<file path="src/rtl/uart_rx_cfg.sv">
// Configurable UART receiver: DATA_BITS data bits (LSB first), optional parity, 1-2 stop bits.
// Define UART_RX_MAJORITY_EN to take every bit decision as a 2-of-3 vote around the nominal sample point.
module uart_rx_cfg #(
    parameter int CLKS_PER_BIT = 521,
    parameter int DATA_BITS    = 8,
    parameter int PARITY_MODE  = 0,
    parameter int STOP_BITS    = 1
) (
    input  logic                 rx_clk,
    input  logic                 rst,
    input  logic                 rx_in,
    output logic [DATA_BITS-1:0] rx_out,
    output logic                 rx_valid,
    output logic                 frame_err,
    output logic                 parity_err,
    output logic                 rx_busy
);

    localparam int CNT_W = $clog2(CLKS_PER_BIT);
    localparam int HALF  = (CLKS_PER_BIT - 1) / 2;
    localparam int IDX_W = 4;
    localparam logic [CNT_W-1:0] LAST = CNT_W'(CLKS_PER_BIT - 1);
`ifdef UART_RX_MAJORITY_EN
    // Vote completes one cycle after the nominal point, so the whole frame runs one cycle late.
    localparam logic [CNT_W-1:0] START_PT = CNT_W'(HALF + 1);
`else
    localparam logic [CNT_W-1:0] START_PT = CNT_W'(HALF);
`endif

    typedef enum logic [2:0] {IDLE, START, DATA, PARITY, STOP} state_t;

    state_t               state, state_nxt;
    logic                 sync1, l, lp;
    logic [CNT_W-1:0]     cnt;
    logic [IDX_W-1:0]     idx;
    logic [DATA_BITS-1:0] shift;
    logic                 par_bit, ferr_acc;
    logic                 sample, fall, at_pt, last_data, last_stop, done;
    logic                 par_exp, par_err_now;

`ifdef UART_RX_MAJORITY_EN
    logic lp2;
    assign sample = (lp2 & lp) | (lp2 & l) | (lp & l);
`else
    assign sample = l;
`endif

    assign fall        = lp & ~l;
    assign at_pt       = (state == START) ? (cnt == START_PT) : (cnt == LAST);
    assign last_data   = (idx == IDX_W'(DATA_BITS - 1));
    assign last_stop   = (idx == IDX_W'(STOP_BITS - 1));
    assign par_exp     = (PARITY_MODE == 1) ? ~^shift : ^shift;
    assign par_err_now = (PARITY_MODE != 0) && (par_bit != par_exp);

    always_ff @(posedge rx_clk) begin
        if (rst) state <= IDLE;
        else     state <= state_nxt;
    end

    always_comb begin
        state_nxt = state;
        case (state)
            IDLE:    if (fall) state_nxt = START;
            START:   if (at_pt) state_nxt = sample ? IDLE : DATA;
            DATA:    if (at_pt && last_data) state_nxt = (PARITY_MODE != 0) ? PARITY : STOP;
            PARITY:  if (at_pt) state_nxt = STOP;
            STOP:    if (at_pt && last_stop) state_nxt = IDLE;
            default: state_nxt = IDLE;
        endcase
    end

    always_comb begin
        rx_busy = (state != IDLE);
        done    = (state == STOP) && at_pt && last_stop;
    end

    always_ff @(posedge rx_clk) begin
        if (rst) begin
            sync1      <= 1'b1;
            l          <= 1'b1;
            lp         <= 1'b1;
`ifdef UART_RX_MAJORITY_EN
            lp2        <= 1'b1;
`endif
            cnt        <= '0;
            idx        <= '0;
            shift      <= '0;
            par_bit    <= 1'b0;
            ferr_acc   <= 1'b0;
            rx_out     <= '0;
            rx_valid   <= 1'b0;
            frame_err  <= 1'b0;
            parity_err <= 1'b0;
        end else begin
            sync1    <= rx_in;
            l        <= sync1;
            lp       <= l;
`ifdef UART_RX_MAJORITY_EN
            lp2      <= lp;
`endif
            rx_valid <= done;
            if (done) begin
                rx_out     <= shift;
                frame_err  <= ferr_acc | ~sample;
                parity_err <= par_err_now;
            end
            case (state)
                IDLE: begin
                    cnt      <= '0;
                    idx      <= '0;
                    ferr_acc <= 1'b0;
                end
                START: begin
                    cnt <= at_pt ? '0 : cnt + CNT_W'(1);
                    idx <= '0;
                end
                default: begin
                    if (at_pt) begin
                        cnt <= '0;
                        // LSB arrives first, so after DATA_BITS shifts bit 0 sits at shift[0].
                        if (state == DATA) begin
                            shift <= {sample, shift[DATA_BITS-1:1]};
                            idx   <= last_data ? '0 : idx + IDX_W'(1);
                        end
                        if (state == PARITY) begin
                            par_bit <= sample;
                            idx     <= '0;
                        end
                        if (state == STOP) begin
                            ferr_acc <= ferr_acc | ~sample;
                            idx      <= idx + IDX_W'(1);
                        end
                    end else begin
                        cnt <= cnt + CNT_W'(1);
                    end
                end
            endcase
        end
    end

endmodule

</file>
<file path="config.mk">
export PLATFORM = sky130hd
export DESIGN_NAME = uart_rx_cfg
export DESIGN_NICKNAME = d
export VERILOG_FILES = /design/src/rtl/uart_rx_cfg.sv
export SDC_FILE = /design/constraint.sdc
export NUM_CORES = 1
export LEC_CHECK = 0
export CAP_MARGIN = 30
export CORE_MARGIN = 5
export CORE_UTILIZATION = 54
export DETAILED_ROUTE_END_ITERATION = 6
export PLACE_DENSITY = 0.75
export SLEW_MARGIN = 20
export SYNTH_ARGS = -nofsm -noshare
export SYNTH_HDL_FRONTEND = slang
export SYNTH_SLANG_ARGS = --single-unit
</file>
<file path="constraint.sdc">
create_clock -name rx_clk -period 3.4 [get_ports rx_clk]
set_input_delay 0.34 -clock rx_clk [delete_from_list [all_inputs] [get_ports rx_clk]]
set_output_delay 0.34 -clock rx_clk [all_outputs]
set_load 0.05 [all_outputs]
</file>
==> run metrics, run 1 <==
Row Count 21; Iter 0 DRT Violations 85; count of cell types in the netlist 46; largest net degree at the start of global routing 30; FFs w/ async S/R, synth 0; Peak Freq 417 MHz; core area 3310 um^2; Hold Crit Depth 1; Synth warnings 0; Final Hold Fails 0; via count 1304; GR Util All Layers 0.158; fin. max-slew vios 0; Buffers on Ports 13; Worst-path clk slew 0.11 ns; io pins 15; CTS tree yes; crit path DAT 2.65 ns; sequential-to-total area share from yosys stat 0.429; final instance area 2060 um^2; hold buffer count at CTS 0; Post-synth EDFFs 0; H-tree levels 2; post-synth net total 194; Avg Inst Size Synth 9.73 um^2; worst r2r path cells 7; Leakage 0.698 nW; drt via density 5.28; hold_ws 0.435 ns; post-synthesis cell count 187; RSZ-0062 raised after global routing false; crit-path max FO 9; Max Root-Sink Buffers 2; vias in the first global route 1245; DRC violations left 0; placed cell count 239; WL final 3230 um; die height 68.0 um; Wirelength per Cell 13.1 um; Max VDD drop 0.262 mV; setup violators final 0; DRT Pass-1 Iters 4; dominant synthesized flop cell dfxtp_1; Max Cap Viol 0; synthesis-to-layout area growth 13.3%; slew margin rel. 0.532; Setup crit start kind register; initial antenna violation count 0; PostCTS Resize Cnt 0; CP required 3.65 ns; Layout Nets 207; Critical Path, Cell by Cell inv_1 > ha_1 > or4b_1 > or2_2 > nor3_2 > buf_4 > mux2_1; Setup Fix Bufs, Post-CTS 0; Netlist Area Pre-Place 1820 um^2; Num CTS Buffers 5; Crit-path slowest cell or4b_1; outcome complete, no violations; Routability Congestion 0.853; crit path time final 2.40 ns; worst min-delay path category reg -> reg; setup TNS after final layout 0 ns; Root Buffer clkbuf_4; switching part of the total 0.221; Initial Util 0.550; Crit Path Class reg -> reg; fillcell total 299; Comb pwr share 0.033; cell internal pwr 625 uW; placed wire-length estimate 2280 um; Post-Place Setup Slack 1.03 ns; Worst path max stage delay 0.58 ns; share of layout cells above drive strength 1 0.124; Final Instance Count excl. Fillers 247; measured slew at the worst slew-check pin 0.697 ns; clock skew 0.00880 ns; pwr dens 389 nW/um^2; global route overflow 0; commonest non-fill, non-tap cell in the layout dfxtp_1; die area 4630 um^2; #FFs+latches synth 39; CP Capture Type register; most frequent cells in the layout dfxtp_1 (39), nor2_1 (24), nand2b_1 (19); remaining antenna violation count after routing 0; antenna cells 0; final worst setup slack 1.00 ns; fin crit share 0.706; Sequential Power Share 0.576; Sink Count 39; Die Wd 68.0 um; worst-skew pair later-pin latency 0.36 ns; placed cell areas 1980 um^2; first-pass GRT wire length 5420 um; Clock Power Share 0.391; net switching power figure 177 uW
-- worst paths after layout --
check	startpoint	endpoint	slack, ns
max	cnt[0]	frame_err	1.00
min	sync1	l	0.43
max reg2reg	cnt[0]	frame_err	1.00
min reg2reg	sync1	l	0.43
-- logic make-up after synthesis --
kind of cell | after synthesis | share of synthesized area
buf+inv | 15 | 0.0358
compound gates | 15 | 0.0695
flops | 39 | 0.429
other cells | 1 | 0.00206
fa+ha+maj | 4 | 0.0275
simple gates | 85 | 0.285
mux | 20 | 0.113
xor+xnor | 8 | 0.0385
-- worst max-delay path: cells and delay by family (launching register included) --
family | cells | cell delay, ns
AND/OR/NAND/NOR | 3 | 1.14
flip-flops | 1 | 0.39
multiplexers | 1 | 0.34
buffers and inverters | 2 | 0.29
adder cells (fa/ha/maj) | 1 | 0.13
-- layout make-up --
class	count	area [um^2]	share of cell area
Multi-Input combinational cell	133	973	0.472
Clock buffer	5	37.5	0.0182
Sequential cell	39	781	0.379
Tap cell	46	57.6	0.0279
Timing Repair Buffer	15	145	0.0704
Inverter	6	22.5	0.0109
Clock inverter	3	43.8	0.0213
-- power groups by stage --
stage               registers, mW  logic, mW  clock network (mW)
floorplan                   0.471     0.0214                   0
global placement            0.472     0.0260                   0
detailed placement          0.472     0.0262                   0
CTS                         0.462     0.0264               0.323
global route                0.463     0.0287               0.347
finish                      0.462     0.0264               0.314
-- metal layers --
layer,GRT usage,vias to the layer above,share of wire
met2,0.265,13,0.49
met1,0.186,609,0.46
met5,0,-,0
met4,0.0744,0,0.019
li1,-,675,-
met3,0.0443,7,0.028
-- synthesized netlist by cell type (2+ instances only) --
master / instances / share of area
a21oi_1: 2 / 0.0055
nand2b_1: 19 / 0.065
nand4_1: 3 / 0.010
ha_1: 4 / 0.028
or3b_2: 2 / 0.0096
mux2i_1: 16 / 0.088
nor2b_1: 2 / 0.0069
dfxtp_1: 39 / 0.43
buf_4: 2 / 0.0083
inv_1: 6 / 0.012
nor3_2: 2 / 0.011
and3b_1: 3 / 0.014
nand2_1: 2 / 0.0041
nor4_1: 3 / 0.010
or2_2: 5 / 0.017
xor2_1: 7 / 0.034
nor3b_1: 3 / 0.012
and3_1: 4 / 0.014
nand3_1: 6 / 0.017
clkbuf_1: 5 / 0.010
mux2_2: 3 / 0.019
nor2_1: 24 / 0.050
a21boi_0: 2 / 0.0083
-- stage by stage --
stage                util  power (mW)
CTS                 0.622       0.812
global placement    0.598       0.498
global route        0.622       0.839
detailed placement  0.598       0.499
finish              0.622       0.802
floorplan               -       0.493
-- state kept, by name, indices dropped and copies added, names as in the netlist --
register and flops:
cnt 10, rx_out 8, shift 8, idx 4, state 3, ferr_acc 1, frame_err 1, l 1
lp 1, rx_valid 1, sync1 1
Power figures use the tool's default switching activity.
==> run 2: changes to the inputs <==
==> constraint.sdc (replaced) <==
create_clock -name rx_clk -period 2.4 [get_ports rx_clk]
set_input_delay 0.24 -clock rx_clk [delete_from_list [all_inputs] [get_ports rx_clk]]
set_output_delay 0.24 -clock rx_clk [all_outputs]
set_load 0.05 [all_outputs]
==> run 2 against run 1 <==
Compared with the run above:
- clock power grew 74%
- routed wire length down 1.4%
- die area unchanged
- via count grew 0.46%
- sequential share of layout area decreased by 0.77 points
- critical path type unchanged
- largest cell class unchanged
- largest power group unchanged
==> run metrics, run 2 (synthesis results as in run 1) <==
CP Capture Type register; Worst-path clk slew 0.12 ns; Initial Util 0.550; pwr dens 589 nW/um^2; drt via density 5.24; largest net degree at the start of global routing 27; crit-path max FO 8; Sink Count 39; vias in the first global route 1220; fin. max-slew vios 0; Max Root-Sink Buffers 2; via count 1310; measured slew at the worst slew-check pin 0.536 ns; crit path time final 2.16 ns; worst min-delay path category reg -> reg; commonest non-fill, non-tap cell in the layout dfxtp_1; setup TNS after final layout 0 ns; placed cell areas 2000 um^2; Post-Place Setup Slack 0.261 ns; Crit-path slowest cell or4b_1; Worst Path Buf+Inv 2; Buffers on Ports 13; final worst setup slack 0.236 ns; fin crit share 0.902; Setup Fix Bufs, Post-CTS 0; Hold Crit Depth 1; crit-path leading delay family compound AO/OA/AOI/OAI gates; most frequent cells in the layout dfxtp_1 (39), nor2_1 (24), nand2b_1 (19); GR Util All Layers 0.158; hold_ws 0.437 ns; outcome complete, no violations; Setup crit start kind register; PostCTS Resize Cnt 0; synthesis-to-layout area growth 15.6%; Crit Path Class reg -> reg; Worst path max stage delay 0.45 ns; Wirelength per Cell 12.7 um; worst-skew pair later-pin latency 0.35 ns; Worst path depth 7; Routability Congestion 0.866; initial antenna violation count 0; Row Count 21; worst r2r path cells 7; first-pass GRT wire length 5460 um; CTS tree yes; placed wire-length estimate 2280 um; Regs by FF count cnt x10, rx_out x8, shift x8; Max VDD drop 0.359 mV; crit path DAT 2.43 ns; antenna cells 0; Critical Path, Cell by Cell inv_1 > ha_1 > or4b_1 > buf_4 > a2111oi_4 > o21ai_1 > a31o_2; max reg flops 10; Peak Freq 462 MHz; io pins 15; remaining antenna violation count after routing 0; RSZ-0062 raised after global routing false; clock skew 0.0139 ns; setup violators final 0; H-tree levels 2; die area 4630 um^2; slew margin rel. 0.641; DRT Pass-1 Iters 4; Largest Register cnt; Layout Nets 210; share of layout cells above drive strength 1 0.132; r2r setup slk 0.24 ns; hold buffer count at CTS 0; DRC violations left 0; Iter 0 DRT Violations 67; core area 3310 um^2; WL final 3180 um; fin util 0.635; Num CTS Buffers 5; Root Buffer clkbuf_4; Leakage 0.721 nW; final instance area 2100 um^2; global route overflow 0; Final Hold Fails 0; Die Wd 68.0 um; CP required 2.66 ns; die height 68.0 um; Max Cap Viol 0
[run 2: changes by cell type in the layout (fill, tap and decap cells not counted), sizes merged]
cell,previous run,this run
buf,2,5
clkinv,2,0
bufinv,1,2
clkbuf,5,6
[run 2: worst reg2reg max path: stages, from the launching register on]
cell and delay, ns:
dfxtp_1 0.38, inv_1 0.07, ha_1 0.13, or4b_1 0.45, buf_4 0.18, a2111oi_4 0.44, o21ai_1 0.15, a31o_2 0.27
[run 2: path summary, 6_finish.rpt]
check	start	end
setup / recovery	cnt[0]	idx[2]
hold reg to reg	sync1	l
hold / removal	sync1	l
setup reg to reg	cnt[0]	idx[2]
[run 2: final cells by class]
class / instances / area, um^2
multi-input cells: 133 / 973
repair buffers: 18 / 168
inverters: 6 / 22.5
well taps: 46 / 57.6
fillers: 276 / 1210
clock buffers: 6 / 41.3
clock inverters: 2 / 60.1
flip-flops and latches: 39 / 781
[run 2: power breakdown]
part	total [mW]	switching (mW)	leakage (nW)	internal [mW]
registers	0.655	0.00409	0.315	0.651
logic	0.0382	0.0221	0.353	0.0161
clock network	0.546	0.221	0.0525	0.325
[run 2: metrics by stage]
step	instances	power (mW)
5_1_grt	250	1.28
3_5_place_dp	242	0.707
6_report	250	1.24
2_1_floorplan	187	0.698
4_1_cts	250	1.25
3_3_place_gp	242	0.706
[run 2: per-layer routing]
metal,vias up,share of wire,track usage
met1,606,0.50,0.203
met4,0,0.024,0.0819
met3,8,0.030,0.0394
li1,678,-,-
met2,18,0.45,0.244
met5,-,0,0
==> run 3: changes to the inputs <==
--- a/config.mk
+++ b/config.mk
@@ -6,6 +6,7 @@
 export NUM_CORES = 1
 export LEC_CHECK = 0
 export CAP_MARGIN = 30
+export CORE_ASPECT_RATIO = 0.75
 export CORE_MARGIN = 5
 export CORE_UTILIZATION = 54
 export DETAILED_ROUTE_END_ITERATION = 6
==> run 3 against run 2 <==
Compared with the run above:
- utilization increased by 0.11 points
- routed wire length rose by 4.5%
- flip-flop and latch count stayed put
- combinational power hardly changed
- register-to-register slack better by 0.02 ns
- highest routed layer unchanged
==> run metrics, run 3 (synthesis results as in run 1) <==
vias in the first global route 1204; drt via density 5.39; Largest Register cnt; Num CTS Buffers 5; Max VDD drop 0.460 mV; net switching power figure 248 uW; fin. max-slew vios 0; DRC violations left 0; Wirelength per Cell 13.6 um; min-delay src sync1; Initial Util 0.557; worst min-delay path category reg -> reg; slew margin rel. 0.654; commonest non-fill, non-tap cell in the layout dfxtp_1; reg-to-reg startpoint cnt[0]; measured slew at the worst slew-check pin 0.517 ns; via count 1314; Worst-path clk slew 0.08 ns; Buffers on Ports 13; multi-input logic area 973 um^2; placed wire-length estimate 2520 um; Crit Path Class reg -> reg; die area 4640 um^2; setup TNS after final layout 0 ns; FF+latch area 781 um^2; share of layout cells above drive strength 1 0.137; worst r2r path cells 7; crit path time final 2.15 ns; pwr dens 535 nW/um^2; max reg flops 10; Root Buffer clkbuf_8; largest net degree at the start of global routing 27; H-tree levels 2; DRT Pass-1 Iters 4; fillcell total 264; Peak Freq 466 MHz; placed cell areas 1990 um^2; Sink Count 39; most frequent cells in the layout dfxtp_1 (39), nor2_1 (24), nand2b_1 (19); io pins 15; hold endpoint l; die height 60.3 um; Clock Power Share 0.377; Max Root-Sink Buffers 2; hold buffer count at CTS 0; worst-skew pair later-pin latency 0.29 ns; antenna cells 0; core area 3270 um^2; initial antenna violation count 0; Leakage 0.716 nW; Routability Congestion 0.841; r2r setup slk 0.25 ns; Max Cap Viol 0; Hold Crit Depth 1; FF-to-FF End idx[2]; Final Hold Fails 0; Sequential Power Share 0.588; crit path DAT 2.34 ns; RSZ-0062 raised after global routing false; global route overflow 0; setup violators final 0; Setup Fix Bufs, Post-CTS 0; WL final 3320 um; switching part of the total 0.223; fin crit share 0.895; synthesis-to-layout area growth 14.2%; clock skew 0.00897 ns; GR Util All Layers 0.153; Regs by FF count cnt x10, rx_out x8, shift x8; outcome complete, no violations; Layout Nets 210; final instance area 2080 um^2; CP required 2.59 ns; cell internal pwr 865 uW; Iter 0 DRT Violations 120; PostCTS Resize Cnt 0; first-pass GRT wire length 5680 um; Die Wd 77.0 um; Comb pwr share 0.035; crit-path max FO 8; CP Capture Type register; remaining antenna violation count after routing 0; CTS tree yes; Setup crit start kind register; Row Count 18
==> run 3: changes by cell type in the layout (fill, tap and decap cells not counted), sizes merged <==
cell / before / now
bufinv: 2 / 0
clkbuf: 6 / 5
clkinv: 0 / 3
==> run 3: layout make-up <==
class                           instances  area share
Clock buffer                            5      0.0331
Clock inverter                          3     0.00722
Inverter                                6      0.0108
Multi-Input combinational cell        133       0.468
Sequential cell                        39       0.376
Tap cell                               40      0.0241
Timing Repair Buffer                   18      0.0807
==> run 3: how the worst max path moves through the flow <==
stage	from	end	slack, ns
final	cnt[0]	idx[2]	0.25
after global routing	cnt[0]	idx[2]	0.06
after CTS	cnt[0]	state[2]	0.27
after detailed placement	cnt[0]	state[2]	0.27
after global placement	cnt[0]	idx[2]	0.35
after floorplan	cnt[0]	frame_err	0.18
==> run 3: metrics by stage <==
step	power, mW	cells	util	hold slack (ns)	setup WS, ns
2_1_floorplan	0.698	187	-	0.344	0.185
3_3_place_gp	0.707	236	0.611	0.399	0.346
3_5_place_dp	0.708	236	0.611	0.405	0.273
4_1_cts	1.12	244	0.636	0.426	0.266
5_1_grt	1.15	244	0.636	0.428	0.0626
6_report	1.11	244	0.636	0.422	0.253
==> run 3: power by group through the flow <==
stage	sequential, mW	clock [mW]	combinational, mW
final	0.654	0.420	0.0385
after global routing	0.655	0.453	0.0423
after CTS	0.654	0.428	0.0387
after detailed placement	0.669	0	0.0387
after global placement	0.669	0	0.0379
after floorplan	0.668	0	0.0303
==> run 3: routing by layer <==
layer	GRT usage	vias up	share of wire
li1	-	674	-
met1	0.218	616	0.53
met2	0.224	20	0.42
met3	0.0452	4	0.041
met4	0.0466	0	0.0081
met5	0	-	0
==> run 3: worst max-delay path, stage by stage (launching register included) <==
cell,delay (ns)
dfxtp_1,0.37
inv_1,0.08
ha_1,0.13
or4b_1,0.46
buf_4,0.18
a2111oi_4,0.46
o21ai_1,0.13
a31o_2,0.26
